**config.mk**
```make
export PLATFORM = sky130hd
export DESIGN_NAME = spi_mpu_bridge_flat
export DESIGN_NICKNAME = d
export VERILOG_FILES = /design/src/rtl/spi_mpu_bridge_if.sv /design/src/rtl/spi_mpu_bridge.sv /design/src/flat_wrapper.sv
export SDC_FILE = /design/constraint.sdc
export NUM_CORES = 1
export LEC_CHECK = 0
export BUFFER_PORTS_ARGS = -buffer_cell sky130_fd_sc_hd__clkbuf_2
export CELL_PAD_IN_SITES_DETAIL_PLACEMENT = 1
export CELL_PAD_IN_SITES_GLOBAL_PLACEMENT = 2
export CORE_ASPECT_RATIO = 1.5
export CORE_MARGIN = 3
export CORE_UTILIZATION = 38
export CTS_CLUSTER_DIAMETER = 80
export DETAILED_ROUTE_END_ITERATION = 16
export MAX_ROUTING_LAYER = met4
export PLACE_DENSITY_LB_ADDON = 0.2
export RECOVER_POWER = 100
export SLEW_MARGIN = 20
export SYNTH_ARGS = -nofsm -noshare
export SYNTH_HDL_FRONTEND = slang
export SYNTH_SLANG_ARGS = --single-unit
export TNS_END_PERCENT = 20
```
**constraint.sdc**
```tcl
create_clock -name clk -period 6 [get_ports clk]
set_input_delay 0.9 -clock clk [delete_from_list [all_inputs] [get_ports clk]]
set_output_delay 0.9 -clock clk [all_outputs]
set_load 0.02 [all_outputs]
```
**src/rtl/spi_mpu_bridge_if.sv**
```systemverilog
`default_nettype none
// ============================================================================
// spi_mpu_bridge_if : ChronoCube MPU-side bus (active-low strobes, address, data)
// Revision 1.0
// ============================================================================
interface spi_mpu_bridge_if #(
  parameter int ADDR_WIDTH = 16,
  parameter int DATA_WIDTH = 16
);
  logic                  _mpu_en;
  logic                  _mpu_rd;
  logic                  _mpu_wr;
  logic [1:0]            _mpu_be;
  logic [ADDR_WIDTH-1:0] mpu_addr;
  logic [DATA_WIDTH-1:0] mpu_data_out;
  logic [DATA_WIDTH-1:0] mpu_data_in;
  logic                  busy;

  modport master (
    output _mpu_en, _mpu_rd, _mpu_wr, _mpu_be, mpu_addr, mpu_data_out, busy,
    input  mpu_data_in
  );

  modport slave (
    input  _mpu_en, _mpu_rd, _mpu_wr, _mpu_be, mpu_addr, mpu_data_out, busy,
    output mpu_data_in
  );
endinterface
`default_nettype wire

```
**src/rtl/spi_mpu_bridge.sv**
```systemverilog
`default_nettype none
// ============================================================================
// spi_mpu_bridge : oversampled SPI-slave (mode 0) to MPU bus initiator, bursts
// with address auto-increment and read prefetch.   Revision 1.0
// ============================================================================
module spi_mpu_bridge #(
  parameter int ADDR_WIDTH = 16,
  parameter int DATA_WIDTH = 16
) (
  input  wire logic        clk,
  input  wire logic        reset,
  input  wire logic        _spi_ss,
  input  wire logic        spi_sclk,
  input  wire logic        spi_mosi,
  output logic             spi_miso,
  spi_mpu_bridge_if.master bus
);

  typedef enum logic [2:0] {
    S_IDLE    = 3'd0,
    S_SETUP   = 3'd1,
    S_STROBE1 = 3'd2,
    S_STROBE2 = 3'd3,
    S_HOLD    = 3'd4
  } state_t;

  logic [1:0]            r_ss_sync;
  logic [1:0]            r_sclk_sync;
  logic [1:0]            r_mosi_sync;
  logic                  r_sclk_d;
  logic                  r_in_frame;

  logic                  w_ss;
  logic                  w_mosi;
  logic                  w_rise_ok;
  logic                  w_fall_ok;
  logic                  w_byte_done;
  logic [7:0]            w_rx_byte;

  logic [2:0]            r_bit_cnt;
  logic [1:0]            r_byte_cnt;
  logic                  r_half;
  logic                  r_load_pend;
  logic                  r_cmd_wr;
  logic [1:0]            r_be;
  logic [6:0]            r_rx_sr;
  logic [7:0]            r_addr_hi;
  logic [7:0]            r_wr_hi;
  logic [ADDR_WIDTH-1:0] r_addr;
  logic [ADDR_WIDTH-1:0] w_addr_next;
  logic [15:0]           r_miso_sr;

  logic                  w_req;
  logic                  w_req_rd;
  logic [ADDR_WIDTH-1:0] w_req_addr;
  logic [15:0]           w_req_data;

  state_t                r_state;
  state_t                w_next;
  logic                  r_cyc_rd;
  logic [ADDR_WIDTH-1:0] r_mpu_addr;
  logic [DATA_WIDTH-1:0] r_mpu_dout;
  logic [DATA_WIDTH-1:0] r_rd_buf;
  logic                  w_en_n;
  logic                  w_rd_n;
  logic                  w_wr_n;
  logic                  w_busy;

  // A frame is live from the cycle after synchronized SS falls; keeping the
  // previous value lets a rising edge coincident with SS rise still complete.
  assign w_ss        = r_ss_sync[1];
  assign w_mosi      = r_mosi_sync[1];
  assign w_rise_ok   = r_sclk_sync[1] & ~r_sclk_d & r_in_frame;
  assign w_fall_ok   = ~r_sclk_sync[1] & r_sclk_d & r_in_frame & ~w_ss;
  assign w_rx_byte   = {r_rx_sr, w_mosi};
  assign w_byte_done = w_rise_ok & (r_bit_cnt == 3'd7);
  assign w_addr_next = r_addr + ADDR_WIDTH'(1);

  always_comb begin
    w_req      = 1'b0;
    w_req_rd   = 1'b0;
    w_req_addr = r_addr;
    w_req_data = {r_wr_hi, w_rx_byte};
    if (w_byte_done && (r_byte_cnt == 2'd2) && !r_cmd_wr) begin
      w_req      = 1'b1;
      w_req_rd   = 1'b1;
      w_req_addr = ADDR_WIDTH'({r_addr_hi, w_rx_byte});
    end else if (w_byte_done && (r_byte_cnt == 2'd3) && r_cmd_wr && r_half) begin
      w_req      = 1'b1;
    end else if (w_fall_ok && r_load_pend) begin
      w_req      = 1'b1;
      w_req_rd   = 1'b1;
      w_req_addr = w_addr_next;
    end
  end

  always_ff @(posedge clk) begin
    if (reset) begin
      r_ss_sync   <= 2'b11;
      r_sclk_sync <= 2'b00;
      r_mosi_sync <= 2'b00;
      r_sclk_d    <= 1'b0;
      r_in_frame  <= 1'b0;
      r_bit_cnt   <= 3'd0;
      r_byte_cnt  <= 2'd0;
      r_half      <= 1'b0;
      r_load_pend <= 1'b0;
      r_cmd_wr    <= 1'b0;
      r_be        <= 2'b00;
      r_rx_sr     <= 7'd0;
      r_addr_hi   <= 8'd0;
      r_wr_hi     <= 8'd0;
      r_addr      <= '0;
      r_miso_sr   <= 16'd0;
    end else begin
      r_ss_sync   <= {r_ss_sync[0], _spi_ss};
      r_sclk_sync <= {r_sclk_sync[0], spi_sclk};
      r_mosi_sync <= {r_mosi_sync[0], spi_mosi};
      r_sclk_d    <= r_sclk_sync[1];
      r_in_frame  <= ~w_ss;

      if (w_rise_ok) begin
        r_rx_sr   <= w_rx_byte[6:0];
        r_bit_cnt <= r_bit_cnt + 3'd1;
        if (r_bit_cnt == 3'd7) begin
          case (r_byte_cnt)
            2'd0: begin
              r_cmd_wr   <= w_rx_byte[7];
              r_be       <= w_rx_byte[1:0];
              r_byte_cnt <= 2'd1;
            end
            2'd1: begin
              r_addr_hi  <= w_rx_byte;
              r_byte_cnt <= 2'd2;
            end
            2'd2: begin
              r_addr     <= ADDR_WIDTH'({r_addr_hi, w_rx_byte});
              r_half     <= 1'b0;
              r_byte_cnt <= 2'd3;
            end
            default: begin
              // Data phase: writes pair bytes into words; reads load MISO on
              // the falling edge after every even data byte (dummy first).
              r_half <= ~r_half;
              if (r_cmd_wr) begin
                if (!r_half) r_wr_hi <= w_rx_byte;
                else         r_addr  <= w_addr_next;
              end else if (!r_half) begin
                r_load_pend <= 1'b1;
              end
            end
          endcase
        end
      end

      if (w_fall_ok) begin
        if (r_load_pend) begin
          r_miso_sr   <= 16'(r_rd_buf);
          r_load_pend <= 1'b0;
          r_addr      <= w_addr_next;
        end else begin
          r_miso_sr   <= {r_miso_sr[14:0], 1'b0};
        end
      end

      if (w_ss) begin
        r_bit_cnt   <= 3'd0;
        r_byte_cnt  <= 2'd0;
        r_half      <= 1'b0;
        r_load_pend <= 1'b0;
        r_miso_sr   <= 16'd0;
      end
    end
  end

  always_ff @(posedge clk) begin
    if (reset) begin
      r_state    <= S_IDLE;
      r_cyc_rd   <= 1'b0;
      r_mpu_addr <= '0;
      r_mpu_dout <= '0;
      r_rd_buf   <= '0;
    end else begin
      r_state <= w_next;
      if ((r_state == S_IDLE) && w_req) begin
        r_cyc_rd   <= w_req_rd;
        r_mpu_addr <= w_req_addr;
        if (!w_req_rd) r_mpu_dout <= DATA_WIDTH'(w_req_data);
      end
      if ((r_state == S_STROBE2) && r_cyc_rd) begin
        r_rd_buf <= bus.mpu_data_in;
      end
    end
  end

  always_comb begin
    w_next = r_state;
    w_en_n = 1'b1;
    w_rd_n = 1'b1;
    w_wr_n = 1'b1;
    w_busy = 1'b1;
    case (r_state)
      S_IDLE: begin
        w_busy = 1'b0;
        if (w_req) w_next = S_SETUP;
      end
      S_SETUP: begin
        w_en_n = 1'b0;
        w_rd_n = ~r_cyc_rd;
        w_next = S_STROBE1;
      end
      S_STROBE1: begin
        w_en_n = 1'b0;
        w_rd_n = ~r_cyc_rd;
        w_wr_n = r_cyc_rd;
        w_next = S_STROBE2;
      end
      S_STROBE2: begin
        w_en_n = 1'b0;
        w_rd_n = ~r_cyc_rd;
        w_wr_n = r_cyc_rd;
        w_next = S_HOLD;
      end
      S_HOLD: begin
        w_en_n = 1'b0;
        w_next = S_IDLE;
      end
      default: begin
        w_next = S_IDLE;
      end
    endcase
  end

  assign bus._mpu_en      = w_en_n;
  assign bus._mpu_rd      = w_rd_n;
  assign bus._mpu_wr      = w_wr_n;
  assign bus._mpu_be      = (r_state == S_IDLE) ? 2'b11 : r_be;
  assign bus.mpu_addr     = r_mpu_addr;
  assign bus.mpu_data_out = r_mpu_dout;
  assign bus.busy         = w_busy;
  assign spi_miso         = r_miso_sr[15];

endmodule
`default_nettype wire

```
**src/flat_wrapper.sv**
```systemverilog
// flat-port wrapper written by rule: the top's interface ports become plain ports
module spi_mpu_bridge_flat 
#(
  parameter int ADDR_WIDTH = 16,
  parameter int DATA_WIDTH = 16
)
  (clk, reset, _spi_ss, spi_sclk, spi_mosi, spi_miso, bus__mpu_en, bus__mpu_rd, bus__mpu_wr, bus__mpu_be, bus_mpu_addr, bus_mpu_data_out, bus_busy, bus_mpu_data_in);
  spi_mpu_bridge_if #(.ADDR_WIDTH(ADDR_WIDTH), .DATA_WIDTH(DATA_WIDTH)) bus_i ();
  input  wire logic clk;
  input  wire logic reset;
  input  wire logic _spi_ss;
  input  wire logic spi_sclk;
  input  wire logic spi_mosi;
  output logic spi_miso;
  output wire logic [$bits(bus_i._mpu_en)-1:0] bus__mpu_en;
  output wire logic [$bits(bus_i._mpu_rd)-1:0] bus__mpu_rd;
  output wire logic [$bits(bus_i._mpu_wr)-1:0] bus__mpu_wr;
  output wire logic [$bits(bus_i._mpu_be)-1:0] bus__mpu_be;
  output wire logic [$bits(bus_i.mpu_addr)-1:0] bus_mpu_addr;
  output wire logic [$bits(bus_i.mpu_data_out)-1:0] bus_mpu_data_out;
  output wire logic [$bits(bus_i.busy)-1:0] bus_busy;
  input wire logic [$bits(bus_i.mpu_data_in)-1:0] bus_mpu_data_in;
  assign bus__mpu_en = bus_i._mpu_en;
  assign bus__mpu_rd = bus_i._mpu_rd;
  assign bus__mpu_wr = bus_i._mpu_wr;
  assign bus__mpu_be = bus_i._mpu_be;
  assign bus_mpu_addr = bus_i.mpu_addr;
  assign bus_mpu_data_out = bus_i.mpu_data_out;
  assign bus_busy = bus_i.busy;
  assign bus_i.mpu_data_in = bus_mpu_data_in;
  spi_mpu_bridge #(.ADDR_WIDTH(ADDR_WIDTH), .DATA_WIDTH(DATA_WIDTH)) u_core (.clk(clk), .reset(reset), ._spi_ss(_spi_ss), .spi_sclk(spi_sclk), .spi_mosi(spi_mosi), .spi_miso(spi_miso), .bus(bus_i));
endmodule
```
# Word-level counts from Yosys, hierarchy flattened
# Index checks and enable logic that the tools add are counted.
[totals] input_bits=21 output_inout_bits=39 wordCells=102 reg_bits=125
[classes] muxes=32 eq_ne=9 bitwise_logic=14 n_addsub=2 n_reduce_logical=24
[ops] op="16-bit two-way mux" n=10
[ops] op="16-bit case mux with 2 select lines" n=1
[ops] op="16-bit by 1-bit adder with 16-bit output, second input constant" n=1
[ops] op="1-bit two-way mux" n=16
[ops] op="3-bit case mux with 4 select lines" n=1
[ops] op="3-bit AND reduction" n=4
[ops] op="1-bit logical AND" n=8
[ops] op="1-bit inverter" n=8
[ops] op="1-bit AND" n=6
[ops] op="3-bit by 2-bit == test with 1-bit output, second input constant" n=2
[ops] op="3-bit == test, second input constant" n=2
[ops] op="2-bit case mux with 3 select lines" n=1
[ops] op="2-bit OR reduction" n=3
[ops] op="3-bit OR reduction" n=2
[ops] op="5-bit AND reduction" n=1
[ops] op="2-bit == test, second input constant" n=2
[ops] op="4-bit OR reduction" n=1
[ops] op="3-bit by 1-bit adder with 3-bit output, second input constant" n=1
[ops] op="3-bit by 1-bit == test with 1-bit output, second input constant" n=1
[ops] op="3-bit logical NOT" n=1
[ops] op="3-bit two-way mux" n=1
[ops] op="3-bit nonzero test" n=1
[ops] op="2-bit by 1-bit == test with 1-bit output, second input constant" n=1
[ops] op="2-bit logical NOT" n=1
[ops] op="other kinds (5)" n=5

# Depth between registers and ports, before layout
[logic_depth] depth_word=11 mapped_depth=10 depth_no_buf=7

# Worst setup path after synthesis
# OpenSTA, ideal clock, no wires.
[synth_timing] path_kind="input to register" from="input port reset" to="register u_core.r_addr[12]" stages=6 n_path_buf=2 t_required_ps=5878 arrival_time_ps=2264 slack_ps=3614 setup_time_ps=122 path_cell_list="clkbuf_1 and4b_1 a32oi_1 clkbuf_1 o21bai_1 a221o_1"
[synth_rtl] element="start, declared" line="flat_wrapper.sv:10" text="input wire logic reset;"
[synth_rtl] element="end signal, assigned" line="spi_mpu_bridge.sv:137" text="r_addr <= ADDR_WIDTH'({r_addr_hi, w_rx_byte});"
[synth_rtl] element="end signal, assigned" line="spi_mpu_bridge.sv:147" text="else r_addr <= w_addr_next;"
[synth_rtl] element="end signal, assigned" line="spi_mpu_bridge.sv:160" text="r_addr <= w_addr_next;"
[synth_rtl] element="end, declared" line="spi_mpu_bridge.sv:49" text="logic [ADDR_WIDTH-1:0] r_addr;"

==> results.toml <==
[critical_path]
endpoint_kind = "flop"
startpoint_type = "input pin"
critPathArrivalTime_ns = 4.52
crit_required_ns = 6.24
criticalPathCategory = "in -> reg"
cp_max_fo = 37

[yosys]
avgSynthCellArea_um2 = 8.403
syn_nets = 681
synth_most_common_cell = "dfxtp_1"
synth.yosys.warnings = 0
synthDistinctLibCells = 58
synth_area_um2 = 5479
synthArstFlopShare = 0
synth_seq_area_share = 0.4567
synth_flop_cell = "dfxtp_1"
synthTopCellsByArea = "dfxtp_1, nand2_1, a21oi_1"
postSynthCellCount = 652
yosys-top-cells-count = "dfxtp_1, nand2_1, a21oi_1"
yosysTopAreaCellShare = 0.4567
synth-seq-cells = 125
yosys.area.top_type = "dfxtp_1"
synth_edf_count = 0

[clocking]
clk_latency_ns = 0.41
clockBufferDepth = 2
cts_resized = 0
cts_setup_buffers = 0
cts.sinks = 125
htree_num_levels = 4
cts_tree = "yes"
cts.clk_slew.worst_paths_ns = 0.05
cts_hold_buf = 0
cts_made_buffers = 17
clockRootBuffer = "clkbuf_16"

[global_routing]
grt_antenna_before_repair = 0
overflow = 0
grt_start_max_net_pins = 53
first_global_vias = 5053
grt_pass1_wl_mm = 26.01
track_usage = 0.2071

[route]
dr.pass1.iters = 4
wire_per_inst_um = 17.44
drt-initial-drc-count = 161
vias = 4774
ant_nets = 0
via_per_inst = 5.400
route.detailed.drc = 0
routed_wirelength_mm = 15.42

[floorplanning]
coreArea_um2 = 14060
dieArea_um2 = 15920
rows = 53
die_h_um = 153.1
ioPinCount = 60
initial_core_util = 0.3897
die_w_um = 104.0

[timing]
relSlewSlack = -0.2414
fin_crit_ns = 4.281
fmax_ghz = 0.2336
timing_hold_violations_final = 0
finClkSkew_ns = 0.008681
finalCritPeriodShare = 0.7135
tns_ns = 0
rsz0062_at_grt = "false"
slew_violations = 38
setup_viol = 0
worst_pin_slew_ns = 1.862

[cells_and_area]
num_antenna_cells = 0
stdcell_area_um2 = 6361
area_growth_pct = 16.10
drive_above_1_share = 0.09393
layout.nets = 709
final_util = 0.4525
layout.cells.non_filler = 884
fillCellCount = 1731

[pwr]
powerDensity_nw_per_um2 = 305.4
leakagePower_nw = 2.180
fin_total_pwr_mw = 1.943
vdd_drop_max_mv = 0.1432

[placement]
gp_congestion = 0.7742
port_buffers = 59
dp_cells = 853
placed_area_um2 = 5816
dp_hpwl_mm = 10.42

[job]
drv_cap = 1

[run_status]
status = "complete, but fails checks"
violations = "capacitance limit, slew limit"

[worst_hold_path]
hold_class = "reg -> reg"
[cell families after synthesis]
| kind of cell | count (synthesis) | share of synthesized area |
|---|---|---|
| mux | 24 | 0.04385 |
| xor+xnor | 15 | 0.02398 |
| fa+ha+maj | 8 | 0.01827 |
| flops | 125 | 0.4567 |
| compound gates | 149 | 0.1797 |
| buf+inv | 60 | 0.04681 |
| simple gates | 271 | 0.2306 |
[flip-flops by register name, summed over array words and instances, names as in the netlist]
register and cells:
u_core.r_sclk_sync 2, u_core.r_load_pend 1, u_core.r_sclk_d 1, u_core.r_bit_cnt 3
u_core.r_wr_hi 8, u_core.r_ss_sync 2, u_core.r_cyc_rd 1, u_core.r_be 2
u_core.r_in_frame 1, u_core.bus.mpu_data_out 16, u_core.r_addr_hi 8, u_core.r_half 1
u_core.r_byte_cnt 2, u_core.r_miso_sr 16, u_core.r_addr 16, u_core.r_state 3
u_core.r_rx_sr 7, u_core.bus.mpu_addr 16, u_core.r_rd_buf 16, u_core.r_mosi_sync 2
u_core.r_cmd_wr 1
[where the power goes]
group | switching, mW | total (mW) | internal, mW
Clock | 0.369 | 1.04 | 0.670
Combinational | 0.0454 | 0.0620 | 0.0166
Sequential | 0.00622 | 0.841 | 0.835
[final timing paths]
path	start	to	slack (ns)	depth (start not counted)
setup reg to reg	u_core.r_bit_cnt[0]	u_core.bus.mpu_addr[3]	2.41	7
setup / recovery	reset	u_core.r_addr[7]	1.72	7
hold / removal	u_core.r_ss_sync[0]	u_core.r_ss_sync[1]	0.42	1
hold reg to reg	u_core.r_ss_sync[0]	u_core.r_ss_sync[1]	0.42	1
[through the flow]
step / setup WS [ns] / hold slack (ns)
CTS: 2.490 / 0.4245
floorplan: 3.614 / 0.3895
detailed placement: 2.572 / 0.4030
global route: 1.199 / 0.4317
finish: 1.719 / 0.4212
global placement: 2.742 / 0.4115
[layout by cell type (no fill, tap or decap), types with 3 or more instances in the layout]
| master | instances |
|---|---|
| nor4_1 | 5 |
| buf_4 | 3 |
| o21bai_1 | 4 |
| and3_1 | 4 |
| and2_1 | 3 |
| or2_2 | 4 |
| clkinv_2 | 4 |
| nand2_1 | 115 |
| nand3_1 | 28 |
| inv_1 | 6 |
| clkbuf_1 | 42 |
| nand2b_1 | 4 |
| o21a_1 | 5 |
| a21oi_1 | 66 |
| a32oi_1 | 3 |
| a221o_1 | 5 |
| nor3_1 | 17 |
| a211oi_1 | 17 |
| o311ai_0 | 4 |
| o21ai_0 | 12 |
| clkbuf_16 | 17 |
| nor2b_1 | 8 |
| or3_1 | 3 |
| bufinv_16 | 3 |
| mux2i_1 | 24 |
| ha_1 | 8 |
| o41ai_1 | 7 |
| dfxtp_1 | 125 |
| nand4b_1 | 3 |
| nand4_1 | 5 |
| xnor2_1 | 6 |
| a22o_1 | 8 |
| a31oi_1 | 4 |
| clkbuf_2 | 19 |
| nor2_1 | 59 |
| xor2_1 | 9 |
[cell type report]
class | instances | area, um^2 | share of cell area
Clock buffer | 20 | 456.7 | 0.07179
Timing Repair Buffer | 63 | 271.5 | 0.04268
Clock inverter | 11 | 142.6 | 0.02242
Tap cell | 192 | 240.2 | 0.03777
Multi-Input combinational cell | 467 | 2725 | 0.4284
Sequential cell | 125 | 2502 | 0.3934
Inverter | 6 | 22.52 | 0.003541
[metal layers]
metal	global-route usage	wire length (um)
met4	0.07541	367
met1	0.2292	6545
met5	-	0
met3	0.04098	357
met2	0.3674	8145
[worst max-delay path: stages]
cell	delay, ns
clkbuf_1	1.31
inv_1	0.66
a32oi_1	0.37
clkbuf_1	0.83
nor2b_1	0.10
o21ai_0	0.17
o311ai_0	0.15
Power figures use the tool's default switching activity.
